==> src/rtl/cphy_lp_pkg.sv <==
// Shared C-PHY LP definitions: sequencer state encoding and trio LP levels.
// Also used by the receive-side LP state decoder, so keep encodings stable.
package cphy_lp_pkg;

  typedef enum logic [2:0] {
    ST_IDLE      = 3'd0,
    ST_TA_GET    = 3'd1,
    ST_TA_ACK    = 3'd2,
    ST_TA_PRE    = 3'd3,
    ST_STOP      = 3'd4,
    ST_STOP_HOLD = 3'd5
  } lp_tx_state_t;

  // Trio levels packed as {A,B,C}
  localparam logic [2:0] LP_000 = 3'b000;
  localparam logic [2:0] LP_100 = 3'b100;
  localparam logic [2:0] LP_111 = 3'b111;

  // Level a state drives on the trio (IDLE reports 111 with drivers off)
  function automatic logic [2:0] lpLevel(lp_tx_state_t s);
    case (s)
      ST_TA_GET, ST_TA_PRE: lpLevel = LP_000;
      ST_TA_ACK:            lpLevel = LP_100;
      default:              lpLevel = LP_111;
    endcase
  endfunction

  // States with a TLPX-based duration
  function automatic logic isTimed(lp_tx_state_t s);
    return s inside {ST_TA_GET, ST_TA_ACK, ST_TA_PRE, ST_STOP};
  endfunction

endpackage

==> src/rtl/lp_tx_turnaround_seq_if.sv <==
// Handshake/pad bundle between lane control, contention detector and the
// LP turnaround sequencer. master = lane-control side, slave = sequencer.
interface lp_tx_turnaround_seq_if;
  logic TurnReq;
  logic Release;
  logic ErrContentionP0;
  logic ErrContentionP1;
  logic LpTxA;
  logic LpTxB;
  logic LpTxC;
  logic LpTxEn;
  logic TurnAck;
  logic TurnDone;
  logic Busy;
  logic ErrContention;

  modport master (
    output TurnReq, Release, ErrContentionP0, ErrContentionP1,
    input  LpTxA, LpTxB, LpTxC, LpTxEn, TurnAck, TurnDone, Busy, ErrContention
  );

  modport slave (
    input  TurnReq, Release, ErrContentionP0, ErrContentionP1,
    output LpTxA, LpTxB, LpTxC, LpTxEn, TurnAck, TurnDone, Busy, ErrContention
  );
endinterface

==> src/rtl/lp_tlpx_timer.sv <==
// State duration down-counter plus contention blanking counter.
// Both saturate at zero; zero flags are decoded from the registers.
module lp_tlpx_timer #(
  parameter int CNT_W    = 8,
  parameter int CD_BLANK = 2
) (
  input  logic             Clk,
  input  logic             Rst,
  input  logic             load,
  input  logic [CNT_W-1:0] loadVal,
  input  logic             blankRestart,
  output logic             timerZero,
  output logic             blankZero
);

  logic [CNT_W-1:0] cnt;
  logic [CNT_W-1:0] blank;

  // State timer: load on state entry, otherwise count down to zero
  always_ff @(posedge Clk or posedge Rst) begin
    if (Rst)                cnt <= '0;
    else if (load)          cnt <= loadVal;
    else if (cnt != '0)     cnt <= cnt - CNT_W'(1);
  end

  // Blank window: reopened on every LP level change
  always_ff @(posedge Clk or posedge Rst) begin
    if (Rst)                blank <= '0;
    else if (blankRestart)  blank <= CNT_W'(CD_BLANK);
    else if (blank != '0)   blank <= blank - CNT_W'(1);
  end

  assign timerZero = (cnt == '0);
  assign blankZero = (blank == '0);

endmodule

==> src/rtl/lp_tx_turnaround_seq.sv <==
// Slave-side C-PHY LP turnaround handback: TA-Get -> TA-Ack -> TA-Pre -> Stop.
// Optional feature macro: LPTX_CONTENTION_ABORT_EN (contention aborts to IDLE).
// All outputs are registered from the next-state decode so levels switch on
// the same edge as the state.
module lp_tx_turnaround_seq
  import cphy_lp_pkg::*;
#(
  parameter int TLPX_CYCLES = 8,
  parameter int TA_GET_MULT = 5,
  parameter int CD_BLANK    = 2,
  parameter int CNT_W       = 8
) (
  input  logic                   Clk,
  input  logic                   Rst,
  lp_tx_turnaround_seq_if.slave  bus
);

  localparam logic [CNT_W-1:0] GET_LOAD  = CNT_W'(TLPX_CYCLES * TA_GET_MULT - 1);
  localparam logic [CNT_W-1:0] TLPX_LOAD = CNT_W'(TLPX_CYCLES - 1);

  lp_tx_state_t     state, stateNext;
  logic             timerZero, blankZero, contHit, enterTimed;
  logic [CNT_W-1:0] loadVal;
  logic [2:0]       lvlD;
  logic             enD, ackD, doneD, busyD, errD;

  // Contention only counts while driving and outside the blank window
  assign contHit    = bus.LpTxEn & blankZero & (bus.ErrContentionP0 | bus.ErrContentionP1);
  // Every timed-state entry is also an LP level change
  assign enterTimed = (stateNext != state) && isTimed(stateNext);
  assign loadVal    = (stateNext == ST_TA_GET) ? GET_LOAD : TLPX_LOAD;

  lp_tlpx_timer #(.CNT_W(CNT_W), .CD_BLANK(CD_BLANK)) uTimer (
    .Clk          (Clk),
    .Rst          (Rst),
    .load         (enterTimed),
    .loadVal      (loadVal),
    .blankRestart (enterTimed),
    .timerZero    (timerZero),
    .blankZero    (blankZero)
  );

  // State register
  always_ff @(posedge Clk or posedge Rst) begin
    if (Rst) state <= ST_IDLE;
    else     state <= stateNext;
  end

  // Next-state decode; timed states leave when the timer reads zero
  always_comb begin
    stateNext = state;
    case (state)
      ST_IDLE:      if (bus.TurnReq) stateNext = ST_TA_GET;
      ST_TA_GET:    if (timerZero)   stateNext = ST_TA_ACK;
      ST_TA_ACK:    if (timerZero)   stateNext = ST_TA_PRE;
      ST_TA_PRE:    if (timerZero)   stateNext = ST_STOP;
      ST_STOP:      if (timerZero)   stateNext = ST_STOP_HOLD;
      ST_STOP_HOLD: if (bus.Release) stateNext = ST_IDLE;
      default:                       stateNext = ST_IDLE;
    endcase
`ifdef LPTX_CONTENTION_ABORT_EN
    if (contHit) stateNext = ST_IDLE;
`endif
  end

  // Output decode from the upcoming state
  always_comb begin
    lvlD  = lpLevel(stateNext);
    enD   = (stateNext != ST_IDLE);
    busyD = (stateNext != ST_IDLE);
    ackD  = (state == ST_IDLE) && (stateNext == ST_TA_GET);
    doneD = (state == ST_STOP) && (stateNext == ST_STOP_HOLD);
    errD  = ackD ? 1'b0 : (bus.ErrContention | contHit);
  end

  // Output registers; reset tri-states the drivers immediately
  always_ff @(posedge Clk or posedge Rst) begin
    if (Rst) begin
      bus.LpTxA         <= 1'b1;
      bus.LpTxB         <= 1'b1;
      bus.LpTxC         <= 1'b1;
      bus.LpTxEn        <= 1'b0;
      bus.TurnAck       <= 1'b0;
      bus.TurnDone      <= 1'b0;
      bus.Busy          <= 1'b0;
      bus.ErrContention <= 1'b0;
    end else begin
      bus.LpTxA         <= lvlD[2];
      bus.LpTxB         <= lvlD[1];
      bus.LpTxC         <= lvlD[0];
      bus.LpTxEn        <= enD;
      bus.TurnAck       <= ackD;
      bus.TurnDone      <= doneD;
      bus.Busy          <= busyD;
      bus.ErrContention <= errD;
    end
  end

endmodule

==> src/flat_wrapper.sv <==
// flat-port wrapper written by rule: the top's interface ports become plain ports
module lp_tx_turnaround_seq_flat import cphy_lp_pkg::*;
#(
  parameter int TLPX_CYCLES = 8,
  parameter int TA_GET_MULT = 5,
  parameter int CD_BLANK    = 2,
  parameter int CNT_W       = 8
)
  (Clk, Rst, bus_TurnReq, bus_Release, bus_ErrContentionP0, bus_ErrContentionP1, bus_LpTxA, bus_LpTxB, bus_LpTxC, bus_LpTxEn, bus_TurnAck, bus_TurnDone, bus_Busy, bus_ErrContention);
  lp_tx_turnaround_seq_if bus_i ();
  input  logic Clk;
  input  logic Rst;
  input wire logic [$bits(bus_i.TurnReq)-1:0] bus_TurnReq;
  input wire logic [$bits(bus_i.Release)-1:0] bus_Release;
  input wire logic [$bits(bus_i.ErrContentionP0)-1:0] bus_ErrContentionP0;
  input wire logic [$bits(bus_i.ErrContentionP1)-1:0] bus_ErrContentionP1;
  output wire logic [$bits(bus_i.LpTxA)-1:0] bus_LpTxA;
  output wire logic [$bits(bus_i.LpTxB)-1:0] bus_LpTxB;
  output wire logic [$bits(bus_i.LpTxC)-1:0] bus_LpTxC;
  output wire logic [$bits(bus_i.LpTxEn)-1:0] bus_LpTxEn;
  output wire logic [$bits(bus_i.TurnAck)-1:0] bus_TurnAck;
  output wire logic [$bits(bus_i.TurnDone)-1:0] bus_TurnDone;
  output wire logic [$bits(bus_i.Busy)-1:0] bus_Busy;
  output wire logic [$bits(bus_i.ErrContention)-1:0] bus_ErrContention;
  assign bus_i.TurnReq = bus_TurnReq;
  assign bus_i.Release = bus_Release;
  assign bus_i.ErrContentionP0 = bus_ErrContentionP0;
  assign bus_i.ErrContentionP1 = bus_ErrContentionP1;
  assign bus_LpTxA = bus_i.LpTxA;
  assign bus_LpTxB = bus_i.LpTxB;
  assign bus_LpTxC = bus_i.LpTxC;
  assign bus_LpTxEn = bus_i.LpTxEn;
  assign bus_TurnAck = bus_i.TurnAck;
  assign bus_TurnDone = bus_i.TurnDone;
  assign bus_Busy = bus_i.Busy;
  assign bus_ErrContention = bus_i.ErrContention;
  lp_tx_turnaround_seq #(.TLPX_CYCLES(TLPX_CYCLES), .TA_GET_MULT(TA_GET_MULT), .CD_BLANK(CD_BLANK), .CNT_W(CNT_W)) u_core (.Clk(Clk), .Rst(Rst), .bus(bus_i));
endmodule
==> config.mk <==
export PLATFORM = sky130hd
export DESIGN_NAME = lp_tx_turnaround_seq_flat
export DESIGN_NICKNAME = d
export VERILOG_FILES = /design/src/rtl/cphy_lp_pkg.sv /design/src/rtl/lp_tx_turnaround_seq_if.sv /design/src/rtl/lp_tlpx_timer.sv /design/src/rtl/lp_tx_turnaround_seq.sv /design/src/flat_wrapper.sv
export SDC_FILE = /design/constraint.sdc
export NUM_CORES = 1
export LEC_CHECK = 0
export ABC_AREA = 1
export CORE_MARGIN = 3
export CORE_UTILIZATION = 53
export CTS_BUF_LIST = sky130_fd_sc_hd__clkbuf_2 sky130_fd_sc_hd__clkbuf_4 sky130_fd_sc_hd__clkbuf_8
export DETAILED_ROUTE_END_ITERATION = 7
export PLACE_DENSITY = 0.78
export SLEW_MARGIN = 25
export SYNTH_ARGS = -nofsm -noshare
export SYNTH_HDL_FRONTEND = slang
export SYNTH_HIERARCHICAL = 1
export SYNTH_SLANG_ARGS = --single-unit
==> constraint.sdc <==
create_clock -name Clk -period 2.45 [get_ports Clk]
set_input_delay 0.49 -clock Clk [delete_from_list [all_inputs] [get_ports Clk]]
set_output_delay 0.49 -clock Clk [all_outputs]
set_load 0.01 [all_outputs]
# After elaboration in Yosys (flattened, before gate mapping)
# Cells that the tools add are included.
# word_totals
in_bits	6
word_cells	54
reg_bits	26
# op_classes
reduce_logical	13
addsub	2
bitwise	4
mux	14
n_eq_ne	11
# op_table
op	count
$mux 8	4
$mux 3	6
$pmux 3 s6	1
$logic_not 8->1	2
$reduce_bool 8->1	2
$sub 8x1->8 const B	2
$eq 3x2->1 const B	4
$eq 3x3->1 const B	4
$eq 3x1->1 const B	2
$mux 6	1
$pmux 3 s2	1
$reduce_bool 2->1	2
$reduce_bool 4->1	1
$logic_and 1x1->1	3
$logic_not 3->1	1
$ne 3x3->1	1
$reduce_bool 3->1	1
$and 1x1->1	2
$or 1x1->1	2
$reduce_or 2->1	1
$mux 1	1

# Longest topological paths before layout
# logic_depth
ltp_word	7
ltp_mapped	19
ltp_nobuf	18

# Modules after synthesis
# The synthesis kept the hierarchy.
# by_module_without_submodules
mod	n_inst	cells_per_inst	seq_area_each_um2	area_each_um2
lp_tlpx_timer	1	137	400.4	1008.5
lp_tx_turnaround_seq	1	57	227.7	491.7

# Worst setup path after synthesis
# No wires, ideal clock.
# synth_path
kind	register to register
start	register u_core.uTimer.cnt[0]
end	register u_core.uTimer.cnt[7]
required_ns	2.337
arrival_time_ns	2.381
n_path_buf	1
setup_slack_ns	-0.044
stages_incl_launch_ff	19
cell_sequence	dfrtp_1 > inv_1 > ha_1 > inv_1 > nor2_4 > nand2_2 > nor2_4 > nor2_1 > nor2_2 > nand3_2 > nand2_2 > a21oi_1 > nor2_1 > inv_2 > buf_2 > nor2_1 > nor2_1 > nand2_1 > inv_1
# synth_via
elab_chain_len	7
word_cells_on_any_way	18
# synth_lines
item	line_no	source
from (decl)	lp_tlpx_timer.sv:16	logic [CNT_W-1:0] cnt;
from (signal assigned)	lp_tlpx_timer.sv:22	else if (load) cnt <= loadVal;
from (signal assigned)	lp_tlpx_timer.sv:23	else if (cnt != '0) cnt <= cnt - CNT_W'(1);
$logic_not 8->1 (*)	lp_tlpx_timer.sv:33	assign timerZero = (cnt == '0);
named net u_core.timerZero	lp_tx_turnaround_seq.sv:22	logic timerZero, blankZero, contHit, enterTimed;
$mux 3, on equally long branches	-	
$pmux 3 s6 (*)	lp_tx_turnaround_seq.sv:52	case (state)
named net u_core.stateNext[0]	lp_tx_turnaround_seq.sv:21	lp_tx_state_t state, stateNext;
$eq 3x1->1, or another cell as far along	cphy_lp_pkg.sv:30	return s inside {ST_TA_GET, ST_TA_ACK, ST_TA_PRE, ST_STOP};
$reduce_bool 4->1	cphy_lp_pkg.sv:30	
$logic_and 1x1->1 (*)	lp_tx_turnaround_seq.sv:30	assign enterTimed = (stateNext != state) && isTimed(stateNext);
named net u_core.enterTimed	lp_tx_turnaround_seq.sv:22	
$mux 8 or $reduce_bool 2->1 (tied branches)	-	
# The timed path passes the listed nets; every way through them passes the cells marked *. The select of a mux whose other input is x is not followed.
# A chain may end at the register's enable or synchronous reset.

# Worst setup path after layout
# layout_path
start	register u_core.uTimer.cnt[0]
end	register u_core.uTimer.cnt[4]
# The elaborated chain is that of the path after synthesis.

==> run_results.csv <==
group,metric,value,unit
finish,multi_input_area,866,um2
floorplanning,start_util,0.579,
critical_path,critPathLaunch,"u_core/uTimer/cnt[0]",
critical_path,critPathBufInv,4,
sta,rsz0062_at_grt,"yes",
pwr,power_switching_share,0.468,
job,maxCapViolCount,0,
critical_path,endpoint_kind,"flop",
status,status,"finished, final reports clean",
finish,drive_above_1_share,0.305,
routing,vias,1344,
yosys,syn_inst,194,
clocking,cts_buffers,3,
global_route,grt_use_total,0.187,
placed_design,placed_cell_area,0.00170,mm2
floorplanning,rows,18,
sta,period_minus_slack,2.39,ns
min_path,hp-class,"input pin to async pin",
pwr,p_seq_frac,0.333,
critical_path,cp.depth,18,
routing,drtIter0Drc,48,
sta,fin_skew,0.00306,ns
sta,setup_viol,0,
pwr,vdd_drop_max,0.795,mV
finish,fillers,170,
critical_path,setup.worst_path.end,"u_core/uTimer/cnt[4]",
finish,nets,235,
routing,drcViolationCount,0,
sta,finalMaxSlewViolations,0,
sta,fmax,418,MHz
clocking,cts_tree,"done",
critical_path,r2r-start,"u_core/uTimer/cnt[0]",
sta,tightestPinTransition,0.619,ns
yosys,async_flop_share,1.00,
placed_design,dpl.hpwl,2350,um
routing,via_per_inst,5.25,
yosys,synth_cell_types,30,
critical_path,crit_required,2.65,ns
critical_path,slowest_delay,0.43,ns
yosys,synth-edff-count,0,
clocking,htreeDepth,1,
critical_path,r2r_end,"u_core/uTimer/cnt[4]",
sta,fin_crit_sh,0.976,
pwr,cellPowerDensity,1250,mW/mm2
yosys,seq_area_frac_synth,0.419,
routing,dr.pass1.iters,4,
global_route,antenna_found_initial,0,
sta,hold_viol,0,
critical_path,path_class,"flop to flop",
global_route,grt_pass1_wl,5060,um
critical_path,path_cells,"inv_2, ha_4, inv_2, nor2_4, nand2_4, nor2_4, nand2_2, inv_2, nor2_2, nand3_2, nand2_4, a21oi_4, nor2_4, buf_4, a21oi_2, nand2_1, o21ai_1, nor2_1",
floorplanning,die_y,59.2,um
pwr,p_clk_frac,0.076,
critical_path,setup.worst_path.start_class,"flop",
yosys,ys_warn_count,6,
global_route,first_global_vias,1231,
routing,wl_per_cell,13.7,um
routing,antenna_left,0,
finish,area_delta_synth_final,27.6,%
routing,wl_met1,1390,um
yosys,ys.flop_type,"dfrtp_1",
yosys,synthesis.area,0.00150,mm2
routing,route.met2.wl,1950,um
floorplanning,core-area,0.00259,mm2
routing,wl,3510,um
clocking,cts_root_buffer,"clkbuf_4",
placed_design,portBuffers,13,
pwr,p_leak,0.963,nW
routing,met3WireLength,107,um
yosys,syn_area_per_cell,7.73,um2
floorplanning,dieArea,0.00350,mm2
critical_path,worstRegToRegCells,18,
sta,max-slew-margin-rel,0.587,
pwr,combPwrFrac,0.590,
yosys,ys_ff_latch,25,
pwr,p_switching,1.12,mW
floorplanning,die-width,59.2,um
floorplanning,pin_count,14,
routing,top_layer_used,"met4",
clocking,clk_latency,0.31,ns
finish,final-seq-area,628,um2
global_route,grt_max_degree,17,
critical_path,slowest_stage,"dfrtp_1",
finish,num_antenna_cells,0,
finish,finish.utilization,0.739,
clocking,cts_sinks,25,
finish,design_area,0.00191,mm2
clocking,ctsHoldBuffers,0,
critical_path,cp_max_fo,6,
placed_design,gp_congestion,0.880,
critical_path,crit_family,"simple AND/OR/NAND/NOR gates",
pwr,internal-power,1.27,mW
critical_path,worstPathArrival,2.59,ns
global_route,gr-total-overflow,0,
clocking,clockBufferDepth,2,
critical_path,rrSetupSlack,0.06,ns
clocking,clk_pin_slew_worst_paths,0.14,ns
[sequential cells by signal (all words and copies together) (netlist names)]
| name | flops |
|---|---|
| u_core/uTimer/blank | 8 |
| u_core/bus.TurnAck | 1 |
| u_core/bus.TurnDone | 1 |
| u_core/bus.Busy | 1 |
| u_core/uTimer/cnt | 8 |
| u_core/state | 3 |
| u_core/bus.ErrContention | 1 |
| u_core/bus.LpTxB | 1 |
| u_core/bus.LpTxA | 1 |
[how the worst min path moves through the flow]
| stage | from | end | slack, ns | cells after the start |
|---|---|---|---|---|
| 4_1_cts | Rst | u_core/bus.Busy | 0.46 | 2 |
| 2_1_floorplan | Rst | u_core/bus.Busy | 0.32 | 1 |
| 3_3_place_gp | u_core/bus.ErrContention | u_core/bus.ErrContention | 0.48 | 2 |
| 6_report | Rst | u_core/bus.TurnAck | 0.45 | 2 |
| 3_5_place_dp | u_core/bus.ErrContention | u_core/bus.ErrContention | 0.48 | 2 |
| 5_1_grt | Rst | u_core/bus.TurnDone | 0.46 | 2 |
[synth_stat cells (2+ instances only)]
cell,count,area share
nand2_1,36,0.090
inv_1,29,0.073
conb_1,2,0.0050
a21oi_1,3,0.010
nor2_2,5,0.021
nor2_4,5,0.038
or2_2,2,0.0083
dfstp_2,2,0.035
nor3_1,3,0.010
nand4_1,2,0.0083
xor2_1,2,0.012
ha_1,2,0.017
buf_4,2,0.010
nand3_1,15,0.050
dfrtp_1,23,0.38
o21ai_1,4,0.013
nor2_1,24,0.060
inv_2,4,0.010
nand3_2,3,0.020
o21ai_0,10,0.033
nand2_2,7,0.029
[final cells by class]
cell class / count / area share
clock buffer: 3 / 0.0118
clock inverter: 1 / 0.00261
inverter: 33 / 0.0647
multi-input combinational: 138 / 0.452
sequential: 25 / 0.328
tap: 30 / 0.0196
timing repair buffer: 26 / 0.121
[placed cells by master (no fill, tap or decap), types with 4 or more instances in the layout]
cell type / netlist / routed
o21ai_0: 10 / 8
inv_2: 4 / 9
inv_1: 29 / 24
nand2_1: 36 / 33
dfrtp_1: 23 / 23
buf_4: 2 / 12
o21ai_1: 4 / 5
conb_1: 2 / 7
clkdlybuf4s50_1: 0 / 13
nand2_4: 1 / 4
nor2_1: 24 / 20
nand3_1: 15 / 13
nor2_2: 5 / 6
nor2_4: 5 / 8
nand2_2: 7 / 7
[routing by layer]
| metal | vias up | global-route usage |
|---|---|---|
| li1 | 658 | - |
| met1 | 646 | 0.212 |
| met2 | 34 | 0.346 |
| met3 | 6 | 0.0305 |
| met4 | 0 | 0.0647 |
| met5 | - | 0 |
[worst reg2reg max path, cell delays in order (launching register included)]
cell     delay, ns
dfrtp_1       0.43
inv_2         0.09
ha_4          0.14
inv_2         0.04
nor2_4        0.14
nand2_4       0.08
nor2_4        0.23
nand2_2       0.13
inv_2         0.09
nor2_2        0.05
nand3_2       0.11
nand2_4       0.08
a21oi_4       0.14
nor2_4        0.08
buf_4         0.16
a21oi_2       0.11
nand2_1       0.06
o21ai_1       0.07
nor2_1        0.05
[power groups by stage]
| stage | sequential [mW] | combinational [mW] | clock, mW |
|---|---|---|---|
| after global routing | 0.819 | 1.57 | 0.204 |
| after detailed placement | 0.778 | 1.14 | 0 |
| final | 0.799 | 1.42 | 0.183 |
| after global placement | 0.771 | 1.09 | 0 |
| after floorplan | 0.764 | 0.824 | 0 |
| after CTS | 0.771 | 1.15 | 0.187 |
[cell families (layout without fill, tap and decap cells)]
kind of cell / Yosys count / count (layout) / synth area share
flops: 25 / 25 / 0.419
compound gates: 18 / 18 / 0.0609
fa+ha+maj: 2 / 2 / 0.0167
simple gates: 108 / 108 / 0.385
other cells: 2 / 7 / 0.00501
xor+xnor: 3 / 3 / 0.0175
buf+inv: 36 / 63 / 0.0959
[timing repair]
item                       4_1_cts  5_1_grt
gates resized for setup          1       32
cloned                           0        0
setup endpoints to repair        6       16
hold endpoints to repair         0        0
pin swaps                        1        9
buffers inserted                 0        9
[metrics by stage]
stage / TNS [ns] / std cells / hold slack [ns] / power, mW / worst slack, ns
global route: -0.304 / 256 / 0.458 / 2.59 / -0.0917
detailed placement: 0 / 243 / 0.481 / 1.92 / 0.0114
global placement: 0 / 243 / 0.481 / 1.87 / 0.163
finish: 0 / 256 / 0.451 / 2.40 / 0.0599
floorplan: 0 / 199 / 0.316 / 1.59 / 0.107
CTS: 0 / 247 / 0.457 / 2.11 / 0.00530
No activity file was read; power rests on OpenSTA's default activity.
